===== src/rtl/pc_sequencer_if.sv =====
// pc_sequencer_if
// Instruction-memory fetch handshake between the PC sequencer and the
// instruction memory.
//   imem_req  : sequencer requests a fetch (held until imem_ack)
//   imem_addr : fetch address, equal to the sequencer's pc
//   imem_ack  : memory has the instruction; only meaningful while imem_req=1
interface pc_sequencer_if;
    logic        imem_req;
    logic [31:0] imem_addr;
    logic        imem_ack;

    modport master (output imem_req, output imem_addr, input imem_ack);
    modport slave  (input imem_req, input imem_addr, output imem_ack);
endinterface


===== src/rtl/pc_sequencer.sv =====
// pc_sequencer
// Owns the architectural PC. Runs a FETCH (req/ack) then EXEC cycle per
// instruction, selects the next PC (pc+4, pc+ImmExt, or jalr target) and
// stops in a sticky trap on a misaligned target. Counts retired instructions.
//
// Ports:
//   clk, rst_n            clock (rising edge), async active-low reset
//   imem                  fetch handshake (master side)
//   instr_valid           high in every EXEC cycle
//   stall                 hold in EXEC
//   branch, cond_true     conditional branch and its outcome
//   jump, jalr            jal / jalr
//   ImmExt, rs1           sign-extended immediate, jalr base
//   pc, pc_plus4          current PC and pc+4 (combinational)
//   trap, trap_pc         sticky misaligned-target trap and offending PC
//   instret               retired-instruction counter
//
// state  | meaning
// -------+-------------------------------------------------------------
// IDLE   | one cycle after reset release
// FETCH  | imem_req high, wait for imem_ack
// EXEC   | instr_valid high; commit next pc unless stalled
// TRAP   | misaligned target seen; frozen until reset
module pc_sequencer #(
    parameter logic [31:0] RESET_PC = 32'h0000_0000
) (
    input  logic                  clk,
    input  logic                  rst_n,
    pc_sequencer_if.master        imem,
    output logic                  instr_valid,
    input  logic                  stall,
    input  logic                  branch,
    input  logic                  cond_true,
    input  logic                  jump,
    input  logic                  jalr,
    input  logic [31:0]           ImmExt,
    input  logic [31:0]           rs1,
    output logic [31:0]           pc,
    output logic [31:0]           pc_plus4,
    output logic                  trap,
    output logic [31:0]           trap_pc,
    output logic [31:0]           instret
);

    typedef enum logic [1:0] {
        S_IDLE  = 2'd0,
        S_FETCH = 2'd1,
        S_EXEC  = 2'd2,
        S_TRAP  = 2'd3
    } state_t;

    state_t      state, state_nxt;
    logic [31:0] pc_nxt;
    logic [31:0] instret_nxt;
    logic [31:0] trap_pc_nxt;
    logic        trap_nxt;
    logic [31:0] target;

    assign pc_plus4       = pc + 32'd4;
    assign imem.imem_addr = pc;
    // Decoded from state so both drop the instant reset is asserted.
    assign imem.imem_req  = (state == S_FETCH);
    assign instr_valid    = (state == S_EXEC);

    always_ff @(posedge clk or negedge rst_n) begin
        if (!rst_n) begin
            state   <= S_IDLE;
            pc      <= RESET_PC;
            instret <= 32'd0;
            trap    <= 1'b0;
            trap_pc <= 32'd0;
        end else begin
            state   <= state_nxt;
            pc      <= pc_nxt;
            instret <= instret_nxt;
            trap    <= trap_nxt;
            trap_pc <= trap_pc_nxt;
        end
    end

    always_comb begin
        state_nxt   = state;
        pc_nxt      = pc;
        instret_nxt = instret;
        trap_nxt    = trap;
        trap_pc_nxt = trap_pc;

        // Priority jalr > jump > taken branch > fall-through.
        target = pc_plus4;
        if (jalr) begin
            target = (rs1 + ImmExt) & 32'hFFFF_FFFE;
        end else if (jump || (branch && cond_true)) begin
            target = pc + ImmExt;
        end

        case (state)
            S_IDLE: begin
                state_nxt = S_FETCH;
            end
            S_FETCH: begin
                if (imem.imem_ack) begin
                    state_nxt = S_EXEC;
                end
            end
            S_EXEC: begin
                if (!stall) begin
                    if (target[1:0] != 2'b00) begin
                        state_nxt   = S_TRAP;
                        trap_nxt    = 1'b1;
                        trap_pc_nxt = pc;
                    end else begin
                        state_nxt   = S_FETCH;
                        pc_nxt      = target;
                        instret_nxt = instret + 32'd1;
                    end
                end
            end
            S_TRAP: begin
                state_nxt = S_TRAP;
            end
            default: begin
                state_nxt = S_IDLE;
            end
        endcase
    end

endmodule


===== src/flat_wrapper.sv =====
// flat-port wrapper written by rule: the top's interface ports become plain ports
module pc_sequencer_flat 
#(
    parameter logic [31:0] RESET_PC = 32'h0000_0000
)
  (clk, rst_n, instr_valid, stall, branch, cond_true, jump, jalr, ImmExt, rs1, pc, pc_plus4, trap, trap_pc, instret, imem_imem_req, imem_imem_addr, imem_imem_ack);
  pc_sequencer_if imem_i ();
  input  logic clk;
  input  logic rst_n;
  output logic instr_valid;
  input  logic stall;
  input  logic branch;
  input  logic cond_true;
  input  logic jump;
  input  logic jalr;
  input  logic [31:0] ImmExt;
  input  logic [31:0] rs1;
  output logic [31:0] pc;
  output logic [31:0] pc_plus4;
  output logic trap;
  output logic [31:0] trap_pc;
  output logic [31:0] instret;
  output wire logic [$bits(imem_i.imem_req)-1:0] imem_imem_req;
  output wire logic [$bits(imem_i.imem_addr)-1:0] imem_imem_addr;
  input wire logic [$bits(imem_i.imem_ack)-1:0] imem_imem_ack;
  assign imem_imem_req = imem_i.imem_req;
  assign imem_imem_addr = imem_i.imem_addr;
  assign imem_i.imem_ack = imem_imem_ack;
  pc_sequencer #(.RESET_PC(RESET_PC)) u_core (.clk(clk), .rst_n(rst_n), .imem(imem_i), .instr_valid(instr_valid), .stall(stall), .branch(branch), .cond_true(cond_true), .jump(jump), .jalr(jalr), .ImmExt(ImmExt), .rs1(rs1), .pc(pc), .pc_plus4(pc_plus4), .trap(trap), .trap_pc(trap_pc), .instret(instret));
endmodule

===== config.mk =====
export PLATFORM = sky130hd
export DESIGN_NAME = pc_sequencer_flat
export DESIGN_NICKNAME = d
export VERILOG_FILES = /design/src/rtl/pc_sequencer_if.sv /design/src/rtl/pc_sequencer.sv /design/src/flat_wrapper.sv
export SDC_FILE = /design/constraint.sdc
export NUM_CORES = 1
export LEC_CHECK = 0
export BUFFER_PORTS_ARGS = -buffer_cell sky130_fd_sc_hd__buf_2
export CAP_MARGIN = 20
export CORE_ASPECT_RATIO = 0.6
export CORE_UTILIZATION = 54
export DETAILED_ROUTE_END_ITERATION = 6
export GPL_ROUTABILITY_DRIVEN = 0
export GPL_TIMING_DRIVEN = 1
export HOLD_SLACK_MARGIN = 0.03
export PLACE_DENSITY = 0.82
export SLEW_MARGIN = 30
export SYNTH_ARGS = -nofsm -noshare
export SYNTH_HDL_FRONTEND = slang
export SYNTH_SLANG_ARGS = --single-unit
export TNS_END_PERCENT = 20

===== constraint.sdc =====
create_clock -name clk -period 3.88 [get_ports clk]
set_input_delay 0.388 -clock clk [delete_from_list [all_inputs] [get_ports clk]]
set_output_delay 0.388 -clock clk [all_outputs]
set_load 0.01 [all_outputs]

# ---- Word-level counts from Yosys, hierarchy flattened
# Index checks and enable logic that the tools add are counted.
dict set report word_totals {
  register_bits 99
  in_bits 72
  out_inout_bits 163
  word_cells 29
}
dict set report classes {
  addsub 4
  n_eq_ne 5
  n_mux 6
  bitwise 2
  reduce_logical 7
}
# cell n
set ops {}
lappend ops {{$add A32 B32 Y32} 2}
lappend ops {{$mux W32} 2}
lappend ops {{$add A32 B1 Y32 const B} 1}
lappend ops {{$add A32 B3 Y32 const B} 1}
lappend ops {{$pmux W2 S4} 1}
lappend ops {{$mux W2} 3}
lappend ops {{$reduce_and A3 Y1} 2}
lappend ops {{$eq A2 B2 Y1 const B} 2}
lappend ops {{$eq A2 B1 Y1 const B} 1}
lappend ops {{$logic_not A2 Y1} 1}
lappend ops {{$ne A2 B1 Y1 const B} 1}
lappend ops {{$ne A2 B2 Y1 const B} 1}
lappend ops {{$not A1 Y1} 2}
lappend ops {{$reduce_and A2 Y1} 1}
lappend ops {{$reduce_bool A2 Y1} 1}
lappend ops {{$logic_and A1 B1 Y1} 1}
lappend ops {{$logic_or A1 B1 Y1} 1}

# ---- Logic depth before layout (Yosys ltp)
# Gate-level depths: netlist of the first run.
dict set report logic_depth {
  ltp_word 8
  mapped_depth 11
}

# ---- Worst setup path after synthesis of the first run
# Ideal clock, no wire load.
dict set report synth_path {
  path_type {reg2reg}
  start {reg u_core.pc[0], in the netlist u_core.imem.imem_addr[0]}
  end {reg u_core.pc[20], in the netlist u_core.imem.imem_addr[20]}
  t_arrival_ps 3092
  path_slack_ps 666
  path_stages_with_launch 12
  n_path_buf 0
  synth_period_minus_slack_ps 3214
  path_cell_list {dfrtp_1 ha_1 fa_1 a21o_2 a221oi_2 nor4_1 or3_1 or4_1 nand4_1 a211oi_2 xnor2_1 a2111oi_1}
}
dict set report synth_between {
  elab_chain_len 6
  word_cells_on_any_way 7
}
# element line_no
set synth_lines {}
lappend synth_lines {{start: declaration} pc_sequencer.sv:38} ;# output logic [31:0] pc,
lappend synth_lines {{start signal: assignment} pc_sequencer.sv:74} ;# pc <= pc_nxt;
lappend synth_lines {{$add A32 B3 Y32 / $add A32 B32 Y32 (equally long branches)} {pc_sequencer.sv:59, pc_sequencer.sv:93}}
lappend synth_lines {{$mux W32 (*)} pc_sequencer.sv:92} ;# end else if (jump || (branch && cond_true)) begin
lappend synth_lines {{$mux W32 (*)} pc_sequencer.sv:90} ;# if (jalr) begin
lappend synth_lines {{$reduce_bool A2 Y1} pc_sequencer.sv:107} ;# if (target[1:0] != 2'b00) begin
lappend synth_lines {{$not A1 Y1 (no line)} n/a}
lappend synth_lines {{$reduce_and A3 Y1 (no line)} n/a}
# Every way passes the cells marked *; elsewhere a longest branch is shown, timed or not.
# A chain may end at the register's enable or synchronous reset.

# ---- Worst setup path in the final report of the first run
# Same ends and word-level chain as after synthesis.

==> out/summary.txt, run 1 <==
outcome -> complete, no violations
worst hold path cell count -> 2
detailed placement HPWL -> 21200 um
CP max FO -> 7
Distinct cells, synth -> 81
Die Ht -> 99.3 um
Crit. End Element -> register
largest net degree at the start of global routing -> 43
Post-CTS Hold Buffers -> 1
FF-to-FF Start -> u_core.imem.imem_addr[0]
R2R cell count -> 11
initial DRC count -> 1031
max_slew headroom -> 50.6%
MaxCap Viol Count -> 0
post-route ant nets -> 0
hold path endpoint -> u_core.state[0]
Die X -> 164 um
Gate power share -> 51.8%
Final min period -> 3430 ps
Peak supply drop -> 261 uV
Area contributors post-synth -> dfrtp_1, ha_1, xnor2_1, nand2_1, a21oi_1
Die Footprint -> 16300 sq um
via count -> 8314
drc violations -> 0
max-slew violations -> 0
share of the synthesized area in the top cell type -> 29.1%
measured slew at the worst slew-check pin -> 735 ps
EDFF count, synth -> 0
async set-or-reset flop fraction in the synthesized netlist -> 100%
period utilization -> 88.4%
drt wl/cell -> 19.0 um
Reg area -> 2480 sq um
CTS sink cnt -> 99
pwr dens -> 482 nW/um^2
post-cts sizing count -> 0
# diodes -> 0
worst skew pair latency -> 360 ps
synthesized area per cell -> 8.65 sq um
Sw Ratio -> 45.3%
final setup violation count -> 0
FF+latch count, synth -> 99
mapped cell area -> 8530 sq um
hold path start -> stall
Critical Path Source Type -> register
CTS buffer count -> 9
CTS Buffer Depth -> 2
NetSw -> 0.00218 W
grt total ovfl -> 0
initial antenna violation count -> 0
Cell Area, Placed -> 9670 sq um
Fillers -> 1296
Clk pwr share -> 18.5%
vias in the first global route -> 7376
CTS H-tree depth -> 3
crit path DAT -> 3660 ps
Pre-Repair DR Iteration Count -> 5
Req. time, crit path -> 4120 ps
Worst Clk Skew -> 8.46 ps
share of layout cells above drive strength 1 -> 27.8%
Post-Syn Instances -> 986
syn nets -> 1123
Ports -> 235
sequential share of the synthesized area -> 29.1%
Final Hold Fails -> 0
Overall Global Routing Usage -> 32.6%
FF-to-FF End -> u_core.imem.imem_addr[20]
RSZ-0062 raised after global routing -> false
Max Clock Freq -> 292 MHz
Row Count -> 35
kind of critical path -> reg2reg
Min-Delay Path Class -> in2reg
IO Port Bufs -> 234
setup TNS -> 0 ps
layout net count -> 1318
Post-CTS Setup Inserts -> 0
Vias/cell -> 5.99
top_reg_cell synth -> dfrtp_1
Post-Layout Inst Area -> 9980 sq um
clock slew at reported path FFs -> 70 ps
Area Growth Syn to Fin -> 17.0%
Multi-input gate area -> 5520 sq um
Total Wirelength -> 26400 um
synth warn -> 0
CTS tree -> done
Seq pwr share -> 29.6%
Root Driver -> clkbuf_16
R2R Setup Slk -> 450 ps
Internal Power -> 0.00263 W
global-route wire length before repair -> 40800 um
area leader, netlist -> dfrtp_1
initial core utilization -> 55.5%
core area -> 15400 sq um
Leak -> 5.11 nW
[layer usage]
| layer | GRT usage, % | part of all wire (%) | up-vias |
|---|---|---|---|
| li1 | - | - | 3934 |
| met1 | 50.9 | 46 | 3854 |
| met2 | 42.6 | 38 | 493 |
| met3 | 10.1 | 14 | 33 |
| met4 | 7.12 | 1.3 | 0 |
| met5 | 0 | 0 | - |
[metrics by stage]
step	instances	total power (W)	hold WS, ps	util, %	worst slack (ps)
floorplan	986	0.00309	92.4	-	666
global placement	1371	0.00381	449	62.8	487
detailed placement	1372	0.00385	382	62.9	490
CTS	1389	0.00474	246	64.9	478
global route	1389	0.00508	254	64.9	259
finish	1389	0.00481	256	64.9	451
[how the worst max path moves through the flow]
stage	slack, ps	to	from	cells after the start
after floorplan	670	u_core.imem.imem_addr[20]	u_core.imem.imem_addr[0]	11
after global placement	490	u_core.imem.imem_addr[20]	ImmExt[0]	12
after detailed placement	490	u_core.imem.imem_addr[20]	ImmExt[0]	12
after CTS	480	u_core.imem.imem_addr[20]	u_core.imem.imem_addr[0]	11
after global routing	260	u_core.instret[28]	u_core.imem.imem_addr[0]	10
final	450	u_core.imem.imem_addr[20]	u_core.imem.imem_addr[0]	11
[power by group through the flow]
| stage | combinational, W | clock (W) | sequential (W) |
|---|---|---|---|
| finish | 0.00249 | 0.000892 | 0.00143 |
| CTS | 0.00244 | 0.000901 | 0.00140 |
| floorplan | 0.00165 | 0 | 0.00143 |
| global placement | 0.00239 | 0 | 0.00142 |
| global route | 0.00270 | 0.000947 | 0.00144 |
| detailed placement | 0.00242 | 0 | 0.00142 |
[sequential cells by signal, indices dropped and copies added (netlist names)]
name,cells
u_core.imem.imem_addr,32
u_core.instret,32
u_core.trap_pc,32
u_core.state,2
u_core.trap,1
[cell families after synthesis]
family                     Yosys count  share of synthesized area, %
muxes                               31                          4.02
DFF                                 99                          29.1
and+or+nand+nor                    325                          18.6
adders and majority gates           65                          9.71
buffers and inverters               94                          6.32
AOI/OAI and AO/OA                  259                          20.7
xor gates and xnor gates           113                          11.6
[layout by cell type (no fill, tap or decap), types with 5 or more instances in the layout]
cell / instances
buf_2: 233
nand2_1: 105
dfrtp_1: 99
xnor2_1: 76
nor2_1: 72
a21oi_1: 69
ha_1: 63
o21ai_0: 46
nand3_1: 40
xor2_1: 37
mux2_2: 26
nand4_1: 24
inv_1: 22
buf_4: 21
a21o_1: 19
and3_1: 18
a211oi_1: 15
nor3_1: 14
o21ai_1: 10
a31oi_1: 10
and2_1: 9
clkbuf_16: 9
and4_1: 7
nor2b_1: 7
o21a_1: 7
o211ai_1: 7
o22ai_1: 6
or3_1: 6
o31ai_1: 5
o21bai_1: 5
mux2i_1: 5
[cell usage after synthesis, types with 3 or more instances]
cell       number
o21ai_1        10
o21ai_0        46
buf_4          36
a211oi_1       15
a211o_1         4
a21boi_0        3
or3_1           6
and4_1          7
inv_1          22
o31ai_1         5
and3_1         18
ha_1           63
buf_2           5
nor2b_1         8
xnor2_1        76
dfrtp_1        99
o41ai_2         3
a21oi_2         4
a31oi_1        10
xor2_1         37
nor4_1          4
a22oi_1         3
o211ai_1        7
mux2i_1         5
nor2_1         72
a21o_2          3
nand4_1        24
a21o_1         19
o22ai_1         6
nand2b_1        4
clkbuf_1       24
o21bai_1        5
a2111oi_0       3
o21a_1          7
mux2_2         26
buf_6           6
nor3_1         14
a21oi_1        69
nand3_1        40
nand2_1       106
and2_1          9
[final cells by class]
class	instances	share of cell area (%)
Multi-Input combinational cell	793	55.3
Sequential cell	99	24.8
Tap cell	203	2.55
Clock buffer	9	2.26
Timing Repair Buffer	256	13.6
Clock inverter	7	0.702
Inverter	22	0.828
[critical path: stages, from the launching register on]
cell       delay [ps]
dfrtp_1           460
ha_1              260
fa_1              410
a21o_2            240
a221oi_2          350
nor4_1             90
or3_1             370
or4_1             430
nand4_1           130
a211oi_2           80
xnor2_1           140
a2111oi_1         370
(Power assumes the default switching activity.)
==> run 2, diff against run 1 <==
Settings changed: REMOVE_ABC_BUFFERS from default to 1.
==> run 2 against run 1 <==
- clock skew increased by 1.7 ps
- fmax decreased by 3.4%
- global-route usage decreased by 0.72 points
- worst setup slack got worse by 120 ps
- via count increased by 1.1%
- combinational power decreased by 5%
- non-clock buffer count decreased by 11
- clock power increased by 2%
- critical endpoint unchanged
- largest cell class unchanged
==> out/summary.txt, run 2 (synthesized netlist as in run 1, its figures left out) <==
Root Driver -> clkbuf_16
drc violations -> 0
most frequent cells in the layout -> buf_2, nand2_1, dfrtp_1, xnor2_1, nor2_1
Overall Global Routing Usage -> 31.8%
layout net count -> 1307
Worst Clk Skew -> 10.2 ps
CP max FO -> 7
largest net degree at the start of global routing -> 79
pwr dens -> 481 nW/um^2
share of layout cells above drive strength 1 -> 27.1%
via count -> 8404
Die Ht -> 99.3 um
period utilization -> 91.5%
clock slew at reported path FFs -> 80 ps
Peak supply drop -> 281 uV
Row Count -> 35
post-layout util -> 64.3%
R2R Setup Slk -> 330 ps
grt total ovfl -> 0
Min-Delay Path Class -> in2async
CTS buffer count -> 9
global-route wire length before repair -> 40400 um
outcome -> complete, no violations
initial core utilization -> 55.5%
Area Growth Syn to Fin -> 16.0%
Setup WS post-layout -> 329 ps
CTS sink cnt -> 99
measured slew at the worst slew-check pin -> 705 ps
MaxCap Viol Count -> 0
# diodes -> 0
post-cts sizing count -> 0
IO Port Bufs -> 234
Critical Path Source Type -> register
Crit path max-delay family -> compound AO/OA/AOI/OAI gates
FF-to-FF End -> u_core.imem.imem_addr[20]
detailed placement HPWL -> 20700 um
Req. time, crit path -> 4120 ps
vias in the first global route -> 7556
Crit. End Element -> register
post-route ant nets -> 0
CTS H-tree depth -> 3
Ports -> 235
Total Wirelength -> 26200 um
CP max stage delay -> 470 ps
worst skew pair latency -> 350 ps
worst-path cell with the longest stage delay -> dfrtp_1
initial DRC count -> 1024
WP buf/inv -> 0
RSZ-0062 raised after global routing -> false
critical path cell sequence -> ha_1, fa_1, a21o_2, a221oi_2, nor4_1, or3_1, or4_1, nand4_1, a211oi_2, xnor2_1, a2111oi_1
final setup violation count -> 0
Pre-Repair DR Iteration Count -> 5
core area -> 15400 sq um
max_slew headroom -> 52.6%
CTS Buffer Depth -> 2
crit path DAT -> 3790 ps
FF-to-FF Start -> u_core.imem.imem_addr[0]
pre-CTS WS -> 372 ps
Die Footprint -> 16300 sq um
Placed Cells -> 1362
Leak -> 5.05 nW
Post-CTS Setup Inserts -> 0
R2R cell count -> 11
Final Hold Fails -> 0
Max Clock Freq -> 282 MHz
initial antenna violation count -> 0
most common cell after layout, fill and taps aside -> buf_2
Vias/cell -> 6.10
drt wl/cell -> 19.0 um
Die X -> 164 um
Final min period -> 3550 ps
setup TNS -> 0 ps
max-slew violations -> 0
CTS tree -> done
kind of critical path -> reg2reg
Post-Layout Cell Count -> 1378
Post-CTS Hold Buffers -> 0
## run 2: worst reg2reg max path, stage by stage, from the launching register on
cell	delay (ps)
dfrtp_1	470
ha_1	270
fa_1	420
a21o_2	240
a221oi_2	400
nor4_1	90
or3_1	360
or4_1	440
nand4_1	140
a211oi_2	90
xnor2_1	160
a2111oi_1	370
## run 2: worst max path at each step
stage / start / endpoint / slack (ps) / depth (start not counted)
after floorplan: u_core.imem.imem_addr[0] / u_core.instret[22] / 270 / 9
after global placement: ImmExt[0] / u_core.imem.imem_addr[20] / 490 / 12
after detailed placement: ImmExt[0] / u_core.imem.imem_addr[20] / 370 / 12
after CTS: u_core.imem.imem_addr[0] / u_core.imem.imem_addr[20] / 380 / 11
after global routing: u_core.imem.imem_addr[0] / u_core.imem.imem_addr[20] / 160 / 11
final: u_core.imem.imem_addr[0] / u_core.imem.imem_addr[20] / 330 / 11
## run 2: cell type report
| type | count | area, sq um |
|---|---|---|
| clock inverters | 7 | 75.1 |
| clock buffers | 9 | 225 |
| inverters | 22 | 82.6 |
| flip-flops and latches | 99 | 2480 |
| well taps | 203 | 254 |
| repair buffers | 245 | 1260 |
| multi-input cells | 793 | 5510 |
| fillers | 1309 | 5480 |
## run 2: power by group
group / internal, W / switching (W) / total [W]
combinational: 0.000973 / 0.00139 / 0.00237
sequential: 0.00116 / 0.000315 / 0.00148
clock: 0.000461 / 0.000449 / 0.000910
total: 0.00260 / 0.00216 / 0.00475
## run 2: through the flow
| stage | hold slack [ps] | total power, W | area, sq um |
|---|---|---|---|
| final | 59.0 | 0.00475 | 9890 |
| after global routing | 116 | 0.00501 | 9890 |
| after CTS | 227 | 0.00469 | 9880 |
| after detailed placement | 449 | 0.00378 | 9580 |
| after global placement | 447 | 0.00372 | 9580 |
| after floorplan | 92.4 | 0.00291 | 8070 |
## run 2: routing by layer
| layer | wire length, um | vias up | GRT usage [%] |
|---|---|---|---|
| met5 | 0 | - | 0 |
| met4 | 512 | 0 | 7.83 |
| met3 | 3520 | 45 | 7.38 |
| met2 | 10600 | 493 | 45.1 |
| met1 | 11600 | 3937 | 48.2 |
| li1 | - | 3929 | - |
==> run 3, diff against run 2 <==
Settings changed: CORE_UTILIZATION 54 to 55, CTS_BUF_LIST from default to sky130_fd_sc_hd__clkbuf_4, PLACE_DENSITY 0.82 to 0.83.
==> run 3 against run 2 <==
- die area fell by 1.8%
- combinational power hardly changed
- hold slack improved by 52 ps
- via count up 0.15%
- largest power group unchanged
- highest routed layer unchanged
- core utilization up 1.5 points
==> out/summary.txt, run 3 (synthesized netlist as in run 1, its figures left out) <==
worst-path cell with the longest stage delay -> dfrtp_1
Crit. End Element -> register
initial DRC count -> 1041
grt total ovfl -> 0
Req. time, crit path -> 4240 ps
initial antenna violation count -> 0
R2R cell count -> 11
global-route wire length before repair -> 40500 um
Die Ht -> 98.4 um
initial core utilization -> 57.6%
Min-Delay Path Class -> in2reg
Max Clock Freq -> 287 MHz
Setup WS post-layout -> 397 ps
CTS buffer count -> 9
core area -> 14800 sq um
kind of critical path -> reg2reg
Pre-Repair DR Iteration Count -> 5
period utilization -> 89.8%
Reg area -> 2480 sq um
largest net degree at the start of global routing -> 75
worst skew pair latency -> 470 ps
hold path endpoint -> u_core.state[0]
max-slew violations -> 0
WP depth -> 11
WP buf/inv -> 0
Die X -> 163 um
post-route ant nets -> 0
FF-to-FF Start -> u_core.imem.imem_addr[0]
FF-to-FF End -> u_core.imem.imem_addr[20]
drc violations -> 0
crit path DAT -> 3840 ps
vias in the first global route -> 7458
CP Launch Point -> u_core.imem.imem_addr[0]
most common cell after layout, fill and taps aside -> buf_2
CTS H-tree depth -> 3
Overall Global Routing Usage -> 32.5%
pre-CTS WS -> 469 ps
RSZ-0062 raised after global routing -> false
Peak supply drop -> 211 uV
post-layout util -> 65.8%
MaxCap Viol Count -> 0
drt wl/cell -> 19.0 um
outcome -> complete, no violations
Worst Clk Skew -> 24.0 ps
CP max FO -> 7
setup TNS -> 0 ps
clock slew at reported path FFs -> 180 ps
Gate power share -> 54.0%
pwr dens -> 452 nW/um^2
Die Footprint -> 16000 sq um
max_slew headroom -> 52.4%
critical path cell sequence -> ha_1, fa_1, a21o_2, a221oi_2, nor4_1, or3_1, or4_1, nand4_1, a211oi_2, xnor2_1, a2111oi_1
CTS sink cnt -> 99
share of layout cells above drive strength 1 -> 27.1%
Vias/cell -> 6.13
Fillers -> 1277
Clk pwr share -> 12.7%
measured slew at the worst slew-check pin -> 706 ps
Multi-input gate area -> 5510 sq um
Area Growth Syn to Fin -> 14.2%
Row Count -> 34
Post-Layout Cell Count -> 1374
via count -> 8417
worst hold path cell count -> 2
IO Port Bufs -> 234
Final Hold Fails -> 0
# diodes -> 0
Final min period -> 3480 ps
Sw Ratio -> 47.9%
Post-CTS Setup Inserts -> 0
CTS tree -> done
layout net count -> 1308
Leak -> 4.99 nW
Crit path max-delay family -> compound AO/OA/AOI/OAI gates
Root Driver -> clkbuf_4
R2R Setup Slk -> 400 ps
hold path start -> stall
CTS Buffer Depth -> 2
Internal Power -> 0.00230 W
CP max stage delay -> 480 ps
Critical Path Source Type -> register
Ports -> 235
most frequent cells in the layout -> buf_2, nand2_1, dfrtp_1, xnor2_1, nor2_1
detailed placement HPWL -> 20600 um
Seq pwr share -> 33.2%
final setup violation count -> 0
Total Wirelength -> 26100 um
NetSw -> 0.00211 W
Placed Cells -> 1357
## run 3: cell count changes in the layout (fill, tap and decap cells not counted), sizes merged
cell	previous run	this run
inv	27	24
clkinv	1	4
dlygate4sd3	0	1
## run 3: power by group through the flow
stage	combinational, W	clock (W)	sequential [W]
after CTS	0.00232	0.000567	0.00145
after floorplan	0.00141	0	0.00150
after detailed placement	0.00231	0	0.00147
after global routing	0.00256	0.000605	0.00148
final	0.00238	0.000561	0.00146
after global placement	0.00226	0	0.00146
## run 3: layout make-up
class	instances	area share, %
clock inverters	7	0.822
multi-input cells	793	56.6
repair buffers	246	13.0
flip-flops and latches	99	25.4
well taps	198	2.54
clock buffers	9	0.694
inverters	22	0.848
## run 3: worst reg2reg max path, cell delays in order, from the launching register on
cell and delay (ps):
dfrtp_1 480, ha_1 250, fa_1 410, a21o_2 230
a221oi_2 360, nor4_1 90, or3_1 350, or4_1 450
nand4_1 140, a211oi_2 80, xnor2_1 140, a2111oi_1 390
## run 3: timing repair
item                                    in CTS  in global routing
hold endpoints to repair                     0                 73
gates resized for setup                      0                  0
endpoints found under the setup margin       0                  0
hold buffers                                 0                  1
## run 3: worst max-delay path by stage
stage,end,slack (ps)
after floorplan,u_core.instret[22],270
final,u_core.imem.imem_addr[20],400
after global placement,u_core.imem.imem_addr[20],500
after global routing,u_core.imem.imem_addr[20],210
after CTS,u_core.imem.imem_addr[20],450
after detailed placement,u_core.imem.imem_addr[20],470
## run 3: per-layer routing
metal | global-route usage (%) | vias up | part of all wire (%)
met5 | 0 | - | 0
met4 | 7.40 | 0 | 1.9
met3 | 11.1 | 51 | 15
met2 | 44.8 | 515 | 39
met1 | 48.2 | 3935 | 44
li1 | - | 3916 | -
## run 3: stage by stage
step	hold slack (ps)	total power, W	area [sq um]
finish	111	0.00441	9740
global route	97.3	0.00465	9740
CTS	51.3	0.00433	9720
detailed placement	453	0.00377	9580
global placement	444	0.00372	9580
floorplan	92.4	0.00291	8070
